<file path="src/rtl/nn_argmax_classifier.sv">
// Argmax stage behind the output layer: captures all neuron outputs on a
// rising valid edge, scans them one per cycle, reports winning index and value.
module nn_argmax_classifier #(
    parameter int NUM_NEURONS = 10,
    parameter int data_width  = 16,
    localparam int IDX_W      = $clog2(NUM_NEURONS)
) (
    input  logic                                    clk,
    input  logic                                    rst,
    input  logic [NUM_NEURONS-1:0][data_width-1:0]  in,
    input  logic                                    valid_in,
    output logic [IDX_W-1:0]                        class_out,
    output logic [data_width-1:0]                   max_out,
    output logic                                    valid_out,
    output logic                                    busy
);

    localparam logic [IDX_W-1:0] LAST = IDX_W'(NUM_NEURONS - 1);

    typedef enum logic [1:0] {
        IDLE = 2'd0,
        SCAN = 2'd1,
        DONE = 2'd2
    } state_t;

    state_t state;
    state_t state_n;

    logic                                   valid_in_d;
    logic                                   start;
    logic [NUM_NEURONS-1:0][data_width-1:0] cap;
    logic [data_width-1:0]                  best_val;
    logic [IDX_W-1:0]                       best_idx;
    logic [IDX_W-1:0]                       cnt;
    logic [data_width-1:0]                  cur;
    logic                                   better;

    // A level held high must not retrigger, so only the rising edge starts a job.
    assign start = valid_in & ~valid_in_d;

    always_ff @(posedge clk) begin
        if (rst) begin
            state <= IDLE;
        end else begin
            state <= state_n;
        end
    end

    always_comb begin
        state_n = state;
        unique case (state)
            IDLE: if (start) state_n = SCAN;
            SCAN: if (cnt == LAST) state_n = DONE;
            DONE: state_n = IDLE;
            default: state_n = IDLE;
        endcase
    end

    always_comb begin
        busy = (state != IDLE);
    end

    always_comb begin
        cur    = cap[cnt];
        better = ($signed(cur) > $signed(best_val));
    end

    always_ff @(posedge clk) begin
        if (rst) begin
            valid_in_d <= 1'b0;
            cap        <= '0;
            best_val   <= '0;
            best_idx   <= '0;
            cnt        <= '0;
            class_out  <= '0;
            max_out    <= '0;
            valid_out  <= 1'b0;
        end else begin
            valid_in_d <= valid_in;
            valid_out  <= 1'b0;
            unique case (state)
                IDLE: begin
                    if (start) begin
                        cap      <= in;
                        best_val <= in[0];
                        best_idx <= '0;
                        cnt      <= IDX_W'(1);
                    end
                end
                SCAN: begin
                    // Strict compare keeps the lowest index among equal maxima.
                    if (better) begin
                        best_val <= cur;
                        best_idx <= cnt;
                    end
                    if (cnt != LAST) begin
                        cnt <= cnt + IDX_W'(1);
                    end
                end
                DONE: begin
                    class_out <= best_idx;
                    max_out   <= best_val;
                    valid_out <= 1'b1;
                    cnt       <= '0;
                end
                default: ;
            endcase
        end
    end

endmodule

</file>
<file path="config.mk">
export PLATFORM = sky130hd
export DESIGN_NAME = nn_argmax_classifier
export DESIGN_NICKNAME = d
export VERILOG_FILES = /design/src/rtl/nn_argmax_classifier.sv
export SDC_FILE = /design/constraint.sdc
export NUM_CORES = 1
export LEC_CHECK = 0
export CAP_MARGIN = 20
export CORE_ASPECT_RATIO = 0.9
export CORE_MARGIN = 4
export CORE_UTILIZATION = 60
export DETAILED_ROUTE_END_ITERATION = 16
export DONT_BUFFER_PORTS = 1
export PLACE_DENSITY = 0.76
export SYNTH_ARGS = -nofsm -noshare
export SYNTH_HDL_FRONTEND = slang
export SYNTH_SLANG_ARGS = --single-unit
</file>
<file path="constraint.sdc">
create_clock -name clk -period 4.2 [get_ports clk]
set_input_delay 0.21 -clock clk [delete_from_list [all_inputs] [get_ports clk]]
set_output_delay 0.21 -clock clk [all_outputs]
set_load 0.02 [all_outputs]
</file>
# After elaboration in Yosys (flattened, before gate mapping)
# Cells that the tools add are included.
[word_totals] ff_bits=208 inputBits=163 out_inout_bits=22 word_cells=54
[classes] n_addsub=1 magnitude_cmp=2 eq_ne=8 mux=15 bitwise_logic=2 n_reduce_logical=8
[op_table] cell="$bmux W16 S4" n=1
[op_table] cell="$mux W16" n=3
[op_table] cell="$pmux W16 S2" n=1
[op_table] cell="$gt A16 B16 Y1" n=1
[op_table] cell="$mux W4" n=4
[op_table] cell="$pmux W4 S3" n=1
[op_table] cell="$ne A2 B2 Y1 const B" n=4
[op_table] cell="$pmux W4 S2" n=1
[op_table] cell="$reduce_and A3 Y1" n=2
[op_table] cell="$lt A4 B5 Y1 const B" n=1
[op_table] cell="$add A4 B1 Y4 const B" n=1
[op_table] cell="$eq A4 B4 Y1 const B" n=1
[op_table] cell="$mux W2" n=2
[op_table] cell="$ne A4 B4 Y1 const B" n=1
[op_table] cell="$pmux W2 S2" n=1
[op_table] cell="$reduce_and A2 Y1" n=2
[op_table] cell="$reduce_bool A2 Y1" n=2
[op_table] cell="$reduce_bool A3 Y1" n=1
[op_table] cell="$eq A2 B1 Y1 const B" n=1
[op_table] cell="$eq A2 B2 Y1 const B" n=1
[op_table] cell="$logic_not A2 Y1" n=1
[op_table] cell="$and A1 B1 Y1" n=1
[op_table] cell="$mux W1" n=1
[op_table] cell="$not A1 Y1" n=1

# Longest topological paths before layout
[depth] depth_word=5 mapped_depth=14 depth_no_buf=11

# Worst setup path after synthesis
# OpenSTA, ideal clock, no wires.
[synth_timing] path_type="register -> register" from="register cnt[0]" to="register best_val[12]" setup_ps=135 t_arrival_ps=3103 t_required_ps=4065 path_slack_ps=962 path_stages_with_launch=14 n_path_buf=3 period_less_slack_ps=3238 cell_sequence="dfxtp_1 buf_4 buf_6 mux4_2 a22oi_1 o21ai_0 ha_1 nand4_2 nor4_2 a21boi_4 nor3_2 buf_6 o311ai_0 o41ai_1"
[synth_between] elab_chain_len=5 elab_cells_between_ends=7 classes_between="1 x order compare; 1 x eq/ne; 4 x mux; 1 x reduce/logical"
[synth_rtl] element="start: declaration" line_no="34" rtl="logic [IDX_W-1:0] cnt;"
[synth_rtl] element="start signal: assignment" line_no="97" rtl="cnt <= cnt + IDX_W'(1);"
[synth_rtl] element="$bmux W16 S4 *" line_no="64" rtl="cur = cap[cnt];"
[synth_rtl] element="$mux W16 (not written as such) *" line_no="64"
[synth_rtl] element="$gt A16 B16 Y1" line_no="65" rtl="better = ($signed(cur) > $signed(best_val));"
[synth_rtl] element="$ne A2 B2 Y1 (no line)"
[synth_rtl] element="$reduce_and A3 Y1 (no line)"
[synth_rtl] element="end signal: assignment" line_no="85" rtl="best_val <= in[0];"
[synth_rtl] element="end signal: assignment" line_no="93" rtl="best_val <= cur;"
[synth_rtl] element="end: declaration" line_no="32" rtl="logic [data_width-1:0] best_val;"
# Mark *: on every way between the ends. The rest lies on a longest branch, timed or not. The select of a mux whose other input is x is not followed.
# A chain may end at the register's enable or synchronous reset.

# Worst setup path in the final report
[layout_timing] from="register cnt[1]" to="register best_val[14]"
# Same word-level chain as after synthesis.

==> summary.json <==
{
  "instances_no_fill": 1419,
  "timing.critical_path.from_type": "flop",
  "fillCellCount": 996,
  "place.detailed.hpwl_um": 17400,
  "io_buffers": 0,
  "r2r_end": "best_val[14]",
  "crit_end": "best_val[14]",
  "die_area_mm2": 0.0176,
  "power.density_mw_per_mm2": 417,
  "ant_nets": 0,
  "grt_start_max_net_pins": 194,
  "mostFrequentLayoutCell": "nand2_1",
  "global_route.usage.met2_pct": 53.6,
  "static-leakage-power_nw": 4.30,
  "r2r.worst_path.cells": 12,
  "place_inst": 1216,
  "die_w_um": 139,
  "worst_setup_path_startpoint": "cnt[1]",
  "core.rowCount": 42,
  "layout_common_cells": "nand2_1 (332), dfxtp_1 (207), a21oi_1 (172)",
  "vias": 8704,
  "cts_tree": "built",
  "grtUsageTotal_pct": 32.4,
  "use_met1_pct": 40.6,
  "drt_pass1_iterations": 6,
  "pin_count": 185,
  "overflow": 0,
  "detail_route.wirelength_um": 29800,
  "worst_skew_pair.late_latency_ns": 0.50,
  "drv_slew": 0,
  "slew_headroom_pct": 38.5,
  "num-nets-final": 1389,
  "count_of_endpoints_failing_setup_in_the_final_report": 0,
  "layout_setup_ws_ns": 0.278,
  "ctsLongestPathBuffers": 3,
  "ys_seq_elements": 208,
  "finalHoldWorstSlack_ns": 0.118,
  "worstPathMaxFanout": 33,
  "timing.setup.tns_ns": 0,
  "layout-area-overhead-vs-synth_pct": 26.0,
  "grt_first_pass_wirelength_um": 45900,
  "grt_antenna_before_repair": 1,
  "htreeDepth": 1,
  "worst_clock_skew_ns": 0.0130,
  "post_synth_cell_types": 51,
  "grt.busiest_layer": "met2",
  "final_hold_viol_count": 0,
  "reg_to_reg_setup_timing_slack_ns": 0.28,
  "run_status": "finished, final reports clean",
  "synth_sequential_area_ratio_pct": 44.6,
  "max-cap-violations": 0,
  "tightest_slew_ns": 0.922,
  "detailedRoute.firstIterationViolations": 1098,
  "postSynthCellCount": 1091,
  "core_area_mm2": 0.0150,
  "routabilityCongestion": 0.871,
  "drc_errors": 0,
  "place_ws_ns": 0.270,
  "tritoncts_num_sinks": 208,
  "mappedNetlistArea_mm2": 0.00933,
  "cp.arrival_ns": 4.29,
  "period_needed_ns": 3.92,
  "timing.setup.critical_path_class": "flop to flop",
  "grt_pass1_vias": 8623,
  "hold_path.class": "primary input to flop",
  "yosys_warnings": 0,
  "detail_route.wl_per_cell_um": 21.0,
  "clock_buffers_created_by_tritoncts": 21,
  "fraction_of_layout_instances_using_a_drive_strength_above_1_pct": 9.27,
  "clock-root-buffer": "clkbuf_16",
  "layout.core_utilization_pct": 78.5,
  "grt_util_met3_pct": 6.96,
  "clkSlewWorstSetupHoldPaths_ns": 0.07,
  "fmax_ghz": 0.255,
  "r2r-start": "cnt[1]",
  "syn-mean-instance-area_um2": 8.55,
  "cp.required_ns": 4.56,
  "ctsResizeCount": 0,
  "syn_nets": 1276,
  "finalCritPeriodShare_pct": 93.4,
  "start_util_pct": 62.3,
  "routed_via_count_divided_by_cell_count": 6.13,
  "die-height_um": 126,
  "rsz0062_at_grt": "false",
  "critical_path_endpoint_category": "flop",
  "max-vdd-ir-drop_v": 0.000326
}
report_power, final:
part           internal (mW)  switching [mW]
Clock                   1.15           0.787
Combinational          0.339           0.441
Sequential              2.09          0.0928
Total                   3.58            1.32
synthesized netlist by cell type, drive strengths merged:
library cell	instances	area share (%)
or4	2	0.16
o31ai	1	0.080
o211a	2	0.30
o2111a	1	0.12
o41ai	16	1.5
a21boi	1	0.20
nand2	332	13
a211o	1	0.094
dfxtp	208	45
nor3	3	0.27
o2111ai	4	0.38
inv	23	0.93
and3b	1	0.094
nand3b	1	0.080
a221oi	1	0.094
a21o	1	0.080
and2	1	0.067
buf	20	1.5
mux4	32	7.7
nand4	3	0.27
or2	16	1.1
a211oi	3	0.24
a31oi	3	0.20
o311ai	16	1.5
nand2b	2	0.13
o211ai	18	1.5
nand3	1	0.054
clkinv	1	0.040
clkbuf	70	2.8
a21oi	172	9.2
nor2b	5	0.34
a22oi	15	1.2
a221o	1	0.11
ha	22	2.9
or3	3	0.20
o21a	3	0.24
nor4	1	0.13
o21ai	18	0.97
mux2i	36	3.9
nor2	30	1.2
and3	1	0.067
flip-flops by register name (all words and copies together), names as in the netlist:
register and cells:
best_idx 4, best_val 16, cap 160, class_out 4, cnt 4, max_out 16
state 2, valid_in_d 1, valid_out 1
how the worst min path moves through the flow:
stage              from          end  cells after the start
6_report          in[7]  best_val[7]                      3
5_1_grt           in[7]  best_val[7]                      3
4_1_cts           in[1]  best_val[1]                      3
3_5_place_dp        rst  best_idx[2]                      1
3_3_place_gp        rst  best_idx[3]                      1
2_1_floorplan  valid_in   valid_in_d                      1
cell type report:
type	count	area, um2	share of cell area [%]
flip-flops and latches	208	4170	35.4
clock buffers	31	654	5.56
repair buffers	180	1840	15.7
well taps	198	248	2.11
multi-input cells	769	4680	39.8
diodes	2	5.00	0.0426
clock inverters	7	70.1	0.596
inverters	24	90.1	0.766
per-stage QoR:
step | cell area, um2 | power (mW)
after floorplan | 9330 | 2.69
after global placement | 9350 | 2.79
after detailed placement | 9370 | 2.81
after CTS | 11700 | 4.86
after global routing | 11800 | 5.06
final | 11800 | 4.90
worst max-delay path, cell delays in order (launching register included):
cell	delay, ns
dfxtp_1	0.70
buf_12	0.24
mux4_2	0.34
a22oi_1	0.28
o21ai_1	0.15
ha_1	0.35
nand4_2	0.16
nor4_2	0.40
a21boi_4	0.30
nor3_2	0.07
buf_4	0.23
o311ai_0	0.42
o41ai_1	0.14
logic make-up after synthesis:
| kind of cell | count (synthesis) | synth area share, % |
|---|---|---|
| simple gates | 402 | 17.5 |
| buf+inv | 114 | 5.31 |
| compound gates | 277 | 18.0 |
| fa+ha+maj | 22 | 2.95 |
| flops | 208 | 44.6 |
| mux | 68 | 11.6 |
per-layer routing:
| layer | share of wire (%) | up-vias | wire, um |
|---|---|---|---|
| met3 | 8.9 | 124 | 2660 |
| li1 | - | 4014 | - |
| met5 | 0 | - | 0 |
| met1 | 38 | 4054 | 11400 |
| met2 | 47 | 512 | 14100 |
| met4 | 5.3 | 0 | 1570 |
what timing repair did:
action	4_1_cts	5_1_grt
endpoints found under the hold margin	193	0
endpoints found under the setup margin	0	7
hold buffers	162	0
setup buffers	0	1
No activity file was read; power rests on OpenSTA's default activity.
